==> src/rtl/muldiv_pkg.sv <==
// Shared encodings for the EX-stage multiply/divide unit.
package muldiv_pkg;

   localparam int MD_WIDTH = 32;
   localparam int CNT_W    = $clog2(MD_WIDTH);

   typedef enum logic [1:0] {
      OP_MULT  = 2'b00,
      OP_MULTU = 2'b01,
      OP_DIV   = 2'b10,
      OP_DIVU  = 2'b11
   } md_op_e;

   typedef enum logic [1:0] {
      ST_IDLE = 2'b00,
      ST_RUN  = 2'b01,
      ST_FIX  = 2'b10
   } md_state_e;

   // Signed ops have op[0] clear; divides have op[1] set.
   function automatic logic op_is_signed(input logic [1:0] op);
      return ~op[0];
   endfunction

   function automatic logic op_is_div(input logic [1:0] op);
      return op[1];
   endfunction

endpackage

==> src/rtl/muldiv_divstep.sv <==
// One restoring-division step: shift the next dividend bit into the partial
// remainder and subtract the divisor when that does not borrow.
module muldiv_divstep #(
   parameter int WIDTH = 32
) (
   input  logic [WIDTH-1:0] rem_in,
   input  logic [WIDTH-1:0] divisor,
   input  logic             dbit,
   output logic [WIDTH-1:0] rem_out,
   output logic             qbit
);

   logic [WIDTH:0] shifted;
   logic [WIDTH:0] diff;

   // The partial remainder is always below the divisor, so the shifted value
   // is below twice the divisor and diff[WIDTH] is a true borrow flag.
   assign shifted = {rem_in, dbit};
   assign diff    = shifted - {1'b0, divisor};
   assign qbit    = ~diff[WIDTH];
   assign rem_out = qbit ? diff[WIDTH-1:0] : shifted[WIDTH-1:0];

endmodule

==> src/rtl/ex_muldiv.sv <==
// EX-stage iterative multiply/divide unit owning HI/LO.
// Build option MULDIV_EARLY_OUT_EN: multiplies leave RUN as soon as the
// remaining multiplier bits are zero; the accumulator is realigned in FIX.
//
// state   | meaning
// --------+----------------------------------------------------------
// ST_IDLE | HI/LO readable and writable (MTHI/MTLO), waiting for start
// ST_RUN  | one shift-add or restoring-divide step per cycle
// ST_FIX  | sign correction, HI/LO write, done pulse next cycle
module ex_muldiv
   import muldiv_pkg::*;
#(
   parameter int WIDTH = MD_WIDTH
) (
   input  logic             clk,
   input  logic             reset,
   input  logic             start,
   input  logic [1:0]       op_in,
   input  logic [WIDTH-1:0] src_a,
   input  logic [WIDTH-1:0] src_b,
   input  logic             abort,
   input  logic             hi_wr,
   input  logic             lo_wr,
   input  logic [WIDTH-1:0] wr_data,
   output logic             busy,
   output logic             done,
   output logic [WIDTH-1:0] hi,
   output logic [WIDTH-1:0] lo
);

   localparam int CW = $clog2(WIDTH);

   md_state_e          state_q, state_d;
   logic [CW-1:0]      cnt_q, cnt_d;
   logic [2*WIDTH-1:0] acc_q, acc_d;
   logic [WIDTH-1:0]   opb_q, opb_d;
   logic [WIDTH-1:0]   hi_q, hi_d;
   logic [WIDTH-1:0]   lo_q, lo_d;
   logic [1:0]         op_q, op_d;
   logic               neg_a_q, neg_a_d;
   logic               neg_b_q, neg_b_d;
   logic               done_q, done_d;

   logic               a_neg, b_neg;
   logic [WIDTH-1:0]   abs_a, abs_b;
   logic [WIDTH:0]     mul_sum;
   logic [2*WIDTH-1:0] mul_next, div_next, step_acc, fix_acc;
   logic [WIDTH-1:0]   div_rem;
   logic               div_qbit;
   logic [WIDTH-1:0]   quo, rem;
   logic               run_last;

   assign a_neg = op_is_signed(op_in) & src_a[WIDTH-1];
   assign b_neg = op_is_signed(op_in) & src_b[WIDTH-1];
   assign abs_a = a_neg ? -src_a : src_a;
   assign abs_b = b_neg ? -src_b : src_b;

   // Multiply: acc = {partial product, unconsumed multiplier}, opb = multiplicand.
   assign mul_sum  = {1'b0, acc_q[2*WIDTH-1:WIDTH]} + {1'b0, {WIDTH{acc_q[0]}} & opb_q};
   assign mul_next = {mul_sum, acc_q[WIDTH-1:1]};

   // Divide: acc = {partial remainder, dividend bits then quotient bits}, opb = divisor.
   muldiv_divstep #(.WIDTH(WIDTH)) u_divstep (
      .rem_in  (acc_q[2*WIDTH-1:WIDTH]),
      .divisor (opb_q),
      .dbit    (acc_q[WIDTH-1]),
      .rem_out (div_rem),
      .qbit    (div_qbit)
   );
   assign div_next = {div_rem, acc_q[WIDTH-2:0], div_qbit};
   assign step_acc = op_is_div(op_q) ? div_next : mul_next;

`ifdef MULDIV_EARLY_OUT_EN
   logic [CW-1:0]    shift_q, shift_d;
   logic [WIDTH-1:0] live_mask;

   // Bits of the stepped multiplier still waiting to be consumed.
   assign live_mask = ({WIDTH{1'b1}} >> cnt_q) >> 1;
   assign run_last  = op_is_div(op_q) ? (cnt_q == CW'(WIDTH-1))
                                      : ((mul_next[WIDTH-1:0] & live_mask) == '0);
   assign fix_acc   = acc_q >> shift_q;

   // Remaining shift count captured on early exit.
   always_ff @(posedge clk) begin
      if (!reset) shift_q <= '0;
      else        shift_q <= shift_d;
   end

   // Launch clears the realignment; leaving RUN records steps skipped.
   always_comb begin
      shift_d = shift_q;
      if (state_q == ST_IDLE && start && !abort)
         shift_d = '0;
      else if (state_q == ST_RUN && !abort && run_last && !op_is_div(op_q))
         shift_d = CW'(WIDTH-1) - cnt_q;
   end
`else
   assign run_last = (cnt_q == CW'(WIDTH-1));
   assign fix_acc  = acc_q;
`endif

   assign quo = fix_acc[WIDTH-1:0];
   assign rem = fix_acc[2*WIDTH-1:WIDTH];

   // State, datapath and architectural register flops.
   always_ff @(posedge clk) begin
      if (!reset) begin
         state_q <= ST_IDLE;
         cnt_q   <= '0;
         acc_q   <= '0;
         opb_q   <= '0;
         hi_q    <= '0;
         lo_q    <= '0;
         op_q    <= '0;
         neg_a_q <= 1'b0;
         neg_b_q <= 1'b0;
         done_q  <= 1'b0;
      end else begin
         state_q <= state_d;
         cnt_q   <= cnt_d;
         acc_q   <= acc_d;
         opb_q   <= opb_d;
         hi_q    <= hi_d;
         lo_q    <= lo_d;
         op_q    <= op_d;
         neg_a_q <= neg_a_d;
         neg_b_q <= neg_b_d;
         done_q  <= done_d;
      end
   end

   // Next-state and datapath update for the IDLE/RUN/FIX sequence.
   always_comb begin
      state_d = state_q;
      cnt_d   = cnt_q;
      acc_d   = acc_q;
      opb_d   = opb_q;
      hi_d    = hi_q;
      lo_d    = lo_q;
      op_d    = op_q;
      neg_a_d = neg_a_q;
      neg_b_d = neg_b_q;
      done_d  = 1'b0;
      case (state_q)
         ST_IDLE: begin
            if (hi_wr) hi_d = wr_data;
            if (lo_wr) lo_d = wr_data;
            if (start && !abort) begin
               state_d = ST_RUN;
               cnt_d   = '0;
               op_d    = op_in;
               neg_a_d = a_neg;
               neg_b_d = b_neg;
               acc_d   = {{WIDTH{1'b0}}, op_is_div(op_in) ? abs_a : abs_b};
               opb_d   = op_is_div(op_in) ? abs_b : abs_a;
            end
         end
         ST_RUN: begin
            if (abort) begin
               state_d = ST_IDLE;
            end else begin
               acc_d = step_acc;
               cnt_d = cnt_q + 1'b1;
               if (run_last) state_d = ST_FIX;
            end
         end
         ST_FIX: begin
            state_d = ST_IDLE;
            if (!abort) begin
               done_d = 1'b1;
               if (op_is_div(op_q)) begin
                  lo_d = (neg_a_q ^ neg_b_q) ? -quo : quo;
                  hi_d = neg_a_q ? -rem : rem;
               end else begin
                  {hi_d, lo_d} = (neg_a_q ^ neg_b_q) ? -fix_acc : fix_acc;
               end
            end
         end
         default: state_d = ST_IDLE;
      endcase
   end

   assign busy = (state_q != ST_IDLE);
   assign done = done_q;
   assign hi   = hi_q;
   assign lo   = lo_q;

endmodule

==> config.mk <==
export PLATFORM = sky130hd
export DESIGN_NAME = ex_muldiv
export DESIGN_NICKNAME = d
export VERILOG_FILES = /design/src/rtl/muldiv_pkg.sv /design/src/rtl/muldiv_divstep.sv /design/src/rtl/ex_muldiv.sv
export SDC_FILE = /design/constraint.sdc
export NUM_CORES = 1
export LEC_CHECK = 0
export CAP_MARGIN = 20
export CORE_AREA = 2 2 197 199
export CTS_CLUSTER_SIZE = 40
export DETAILED_ROUTE_END_ITERATION = 12
export DIE_AREA = 0 0 199 201
export DONT_BUFFER_PORTS = 1
export HOLD_SLACK_MARGIN = 0.05
export PLACE_DENSITY = 0.6
export SKIP_LAST_GASP = 1
export SYNTH_ARGS = -nofsm -noshare
export SYNTH_HDL_FRONTEND = slang
export SYNTH_SLANG_ARGS = --single-unit
==> constraint.sdc <==
create_clock -name clk -period 3.6 [get_ports clk]
set_input_delay 0.9 -clock clk [delete_from_list [all_inputs] [get_ports clk]]
set_output_delay 0.9 -clock clk [all_outputs]
set_load 0.02 [all_outputs]
==> impl_summary.md <==
Run
Across the run, the number of max-cap violations was 0.

Global route
The largest net degree at the start of global routing is 68. The global-route met1 utilization is 0.364. Across every metal layer, demand over resource in global routing totals 0.266. The layer with the highest usage after global routing is met2.

In the global route stage, met2 resource usage came out at 0.407. The remaining global-route overflow is 0. The number of global-route vias before repair was 14300. The global-route wire length before repair is 82500 um.

The number of antenna violations at the first check in global routing is 1. For this run, global-route usage on met3 was measured as 0.0506.

Logic synthesis
During synthesis, Yosys emitted a total of 0 warnings. Counting every net in the synthesized netlist gives 2198. Synthesis inferred 171 register bits. The mean instance size in the synthesized netlist is 7.21 sq um.

Counting flops with an async set or reset pin after synthesis yields a share of 0. The commonest register cell after synthesis is sky130_fd_sc_hd__dfxtp_1. The netlist uses 87 different library cells. The share of the yosys chip area belonging to registers is 0.235. Synthesis produced a netlist whose cell count is 2022. The post-synth design cell area is 14600 sq um. Counting flops with a built-in enable in the synthesized netlist gives 0.

Setup path
The critical path capture point type is a flop. At the worst endpoint, the arrival time is 3780 ps. The category of the critical setup timing path is reg2reg. In this run the worst path has a maximum fanout of 7. The type of origin of the critical path is a flop. The worst path required time is 3970 ps.

Floorplanning
The initial cell density of the core is 0.383. The floorplan has 72 rows. The die is 201 um tall.

The die covers 40000 sq um. The die is 199 um wide. The core outline area is 38100 sq um. The count of pins on the block boundary is 170.

Power and ir drop
The static leakage is 6.28 nW. For this design the ratio of total power to cell area is 347 nW/um^2. VDD sags by at most 0.000307 V.

Timing
Setup repair after global routing could not meet its margin everywhere. The maximum achievable frequency is 293 MHz. The worst-case setup margin in the final layout is 186 ps. The maximum clock skew at final layout is 17.2 ps. The post-route minimum period is 3410 ps.

The final number of max-transition violations came to 0. Final hold analysis gives a worst-case slack of 453 ps. The transition time at the pin with the least slew margin is 871 ps.

The number of failing setup endpoints in the final timing report is 0. The worst-case headroom to the max-slew limit is 0.417. The final hold violation count came to 0.

The period utilization is 0.948.

Clock network
The total setup buffers inserted after CTS is 0. The cell at the root of the clock tree is sky130_fd_sc_hd__clkbuf_16. Buffers inserted during clock tree synthesis total 17. The post-cts sizing count is 0.

Clock-pin slew was measured on the worst setup and hold paths at 70 ps. CTS built an H-tree with a depth of 4. The clock net in this run drives a total of 171 sinks.

The CTS tree is yes. The clock latency reported for the late side of the worst-skew pair is 440 ps. The maximum root-to-sink buffer count is 2. The number of hold buffers added after CTS is 0.

Route
The pre-antenna-repair detailed-routing pass consisted of 6 iterations. The total via count after detailed routing is 15200. The count of antenna-violating nets left after detailed routing is 0.

In this run, the number of DRC markers left after iteration 0 of detailed routing was 1587. Dividing the detail-routed wire length by the instance count gives 21.3 um. The number of vias per cell is 6.01. The detailed-route wire length is 53800 um. For this run, design rule violations remaining after detail routing come to 0.

Final layout
In the final layout, the share of cells above drive strength 1 is 0.0837. The number of antenna diodes in the final layout is 0. The net count reported at finish is 2170.

The most common library cell in the layout ignoring fill and taps is sky130_fd_sc_hd__nor2_1. The synthesis-to-finish area growth is 9.60%. The area of all placed cells without fillers is 16000 sq um. Leaving out fill and tap cells, the most frequent cells in the layout are 311 x sky130_fd_sc_hd__nor2_1, 206 x sky130_fd_sc_hd__nand2_1, 204 x sky130_fd_sc_hd__a21oi_1.

Place
Once detailed placement completed, the half-perimeter wirelength came to 42300 um. The last weighted congestion value of the routability-driven placer is 0.942. Once placement finished, the instance area stood at 15400 sq um. Prior to clock tree synthesis, the placed netlist has a worst setup slack of 148 ps. Input and output buffers added on the ports amount to 0.

Outcome
The flow ran to the end, and the final reports show no timing, DRC or antenna violations.

Worst hold path
The path class of the tightest hold or removal check is reg2reg.
[worst max-delay path, stage by stage, from the launching register on]
cell                       delay (ps)
sky130_fd_sc_hd__dfxtp_1          330
sky130_fd_sc_hd__inv_1            210
sky130_fd_sc_hd__buf_4            180
sky130_fd_sc_hd__nor2_1            40
sky130_fd_sc_hd__ha_1             220
sky130_fd_sc_hd__a21o_1           200
sky130_fd_sc_hd__or3_1            340
sky130_fd_sc_hd__o211ai_2         240
sky130_fd_sc_hd__a21oi_1          150
sky130_fd_sc_hd__a221o_1          400
sky130_fd_sc_hd__a211oi_2         270
sky130_fd_sc_hd__o21ai_1          150
sky130_fd_sc_hd__xnor2_1          140
sky130_fd_sc_hd__a311o_1          350
sky130_fd_sc_hd__a31oi_1          130
[metrics by stage]
step | power, W | instances | setup TNS (ps) | util
4_1_cts | 0.00553 | 2523 | 0 | 0.418
5_1_grt | 0.00579 | 2525 | -76.3 | 0.419
3_5_place_dp | 0.00366 | 2491 | 0 | 0.403
6_report | 0.00555 | 2525 | 0 | 0.419
2_1_floorplan | 0.00323 | 2022 | 0 | -
3_3_place_gp | 0.00365 | 2490 | 0 | 0.403
[logic make-up after synthesis]
group	count (synthesis)	share of synthesized area
DFF	171	0.235
buffers and inverters	195	0.0537
muxes	48	0.0330
adders and majority gates	72	0.0628
xor gates and xnor gates	175	0.106
AOI/OAI and AO/OA	642	0.287
and+or+nand+nor	719	0.222
[registers in the layout, indices dropped and copies added, names as in the netlist]
register	count
op_q	1
opb_q	32
neg_a_q	1
cnt_q	5
lo	32
state_q	2
hi	32
done	1
neg_b_q	1
acc_q	64
[path summary, 6_finish.rpt]
kind | startpoint | endpoint | slack (ps) | cells past startpoint
worst max-delay path | acc_q[0] | acc_q[61] | 190 | 14
worst min-delay path | opb_q[16] | opb_q[16] | 450 | 2
worst max register to register | acc_q[0] | acc_q[61] | 190 | 14
worst min register to register | opb_q[16] | opb_q[16] | 450 | 2
[synthesized netlist by cell type (all sizes together) (26+ instances only)]
| cell | count | share of area |
|---|---|---|
| nand2 | 206 | 0.053 |
| a21oi | 208 | 0.072 |
| buf | 30 | 0.011 |
| mux2i | 48 | 0.033 |
| ha | 70 | 0.060 |
| xor2 | 78 | 0.047 |
| a211oi | 63 | 0.033 |
| o21ai | 129 | 0.044 |
| dfxtp | 171 | 0.23 |
| o31ai | 29 | 0.016 |
| inv | 65 | 0.017 |
| nand3 | 26 | 0.0093 |
| nor3 | 44 | 0.017 |
| a21o | 26 | 0.013 |
| nor2 | 313 | 0.081 |
| xnor2 | 97 | 0.060 |
| clkbuf | 99 | 0.026 |
| o211ai | 38 | 0.021 |
[layer usage]
metal	share of wire	up-vias
li1	-	7193
met1	0.44	7156
met2	0.44	699
met3	0.086	113
met4	0.043	2
met5	0.00024	-
[where the power goes]
part | switching (W) | leakage [nW] | internal, W
combinational | 0.000927 | 4.60 | 0.000551
clock | 0.000881 | 0.282 | 0.00101
sequential | 0.000184 | 1.40 | 0.00200
[final cells by class]
class	instances	area [sq um]
Timing Repair Buffer	82	677
Clock buffer	19	453
Sequential cell	171	3420
Fill cell	3981	22100
Clock inverter	13	129
Multi-Input combinational cell	1656	10400
Tap cell	518	648
Inverter	66	249
No activity file was read; power rests on OpenSTA's default activity.
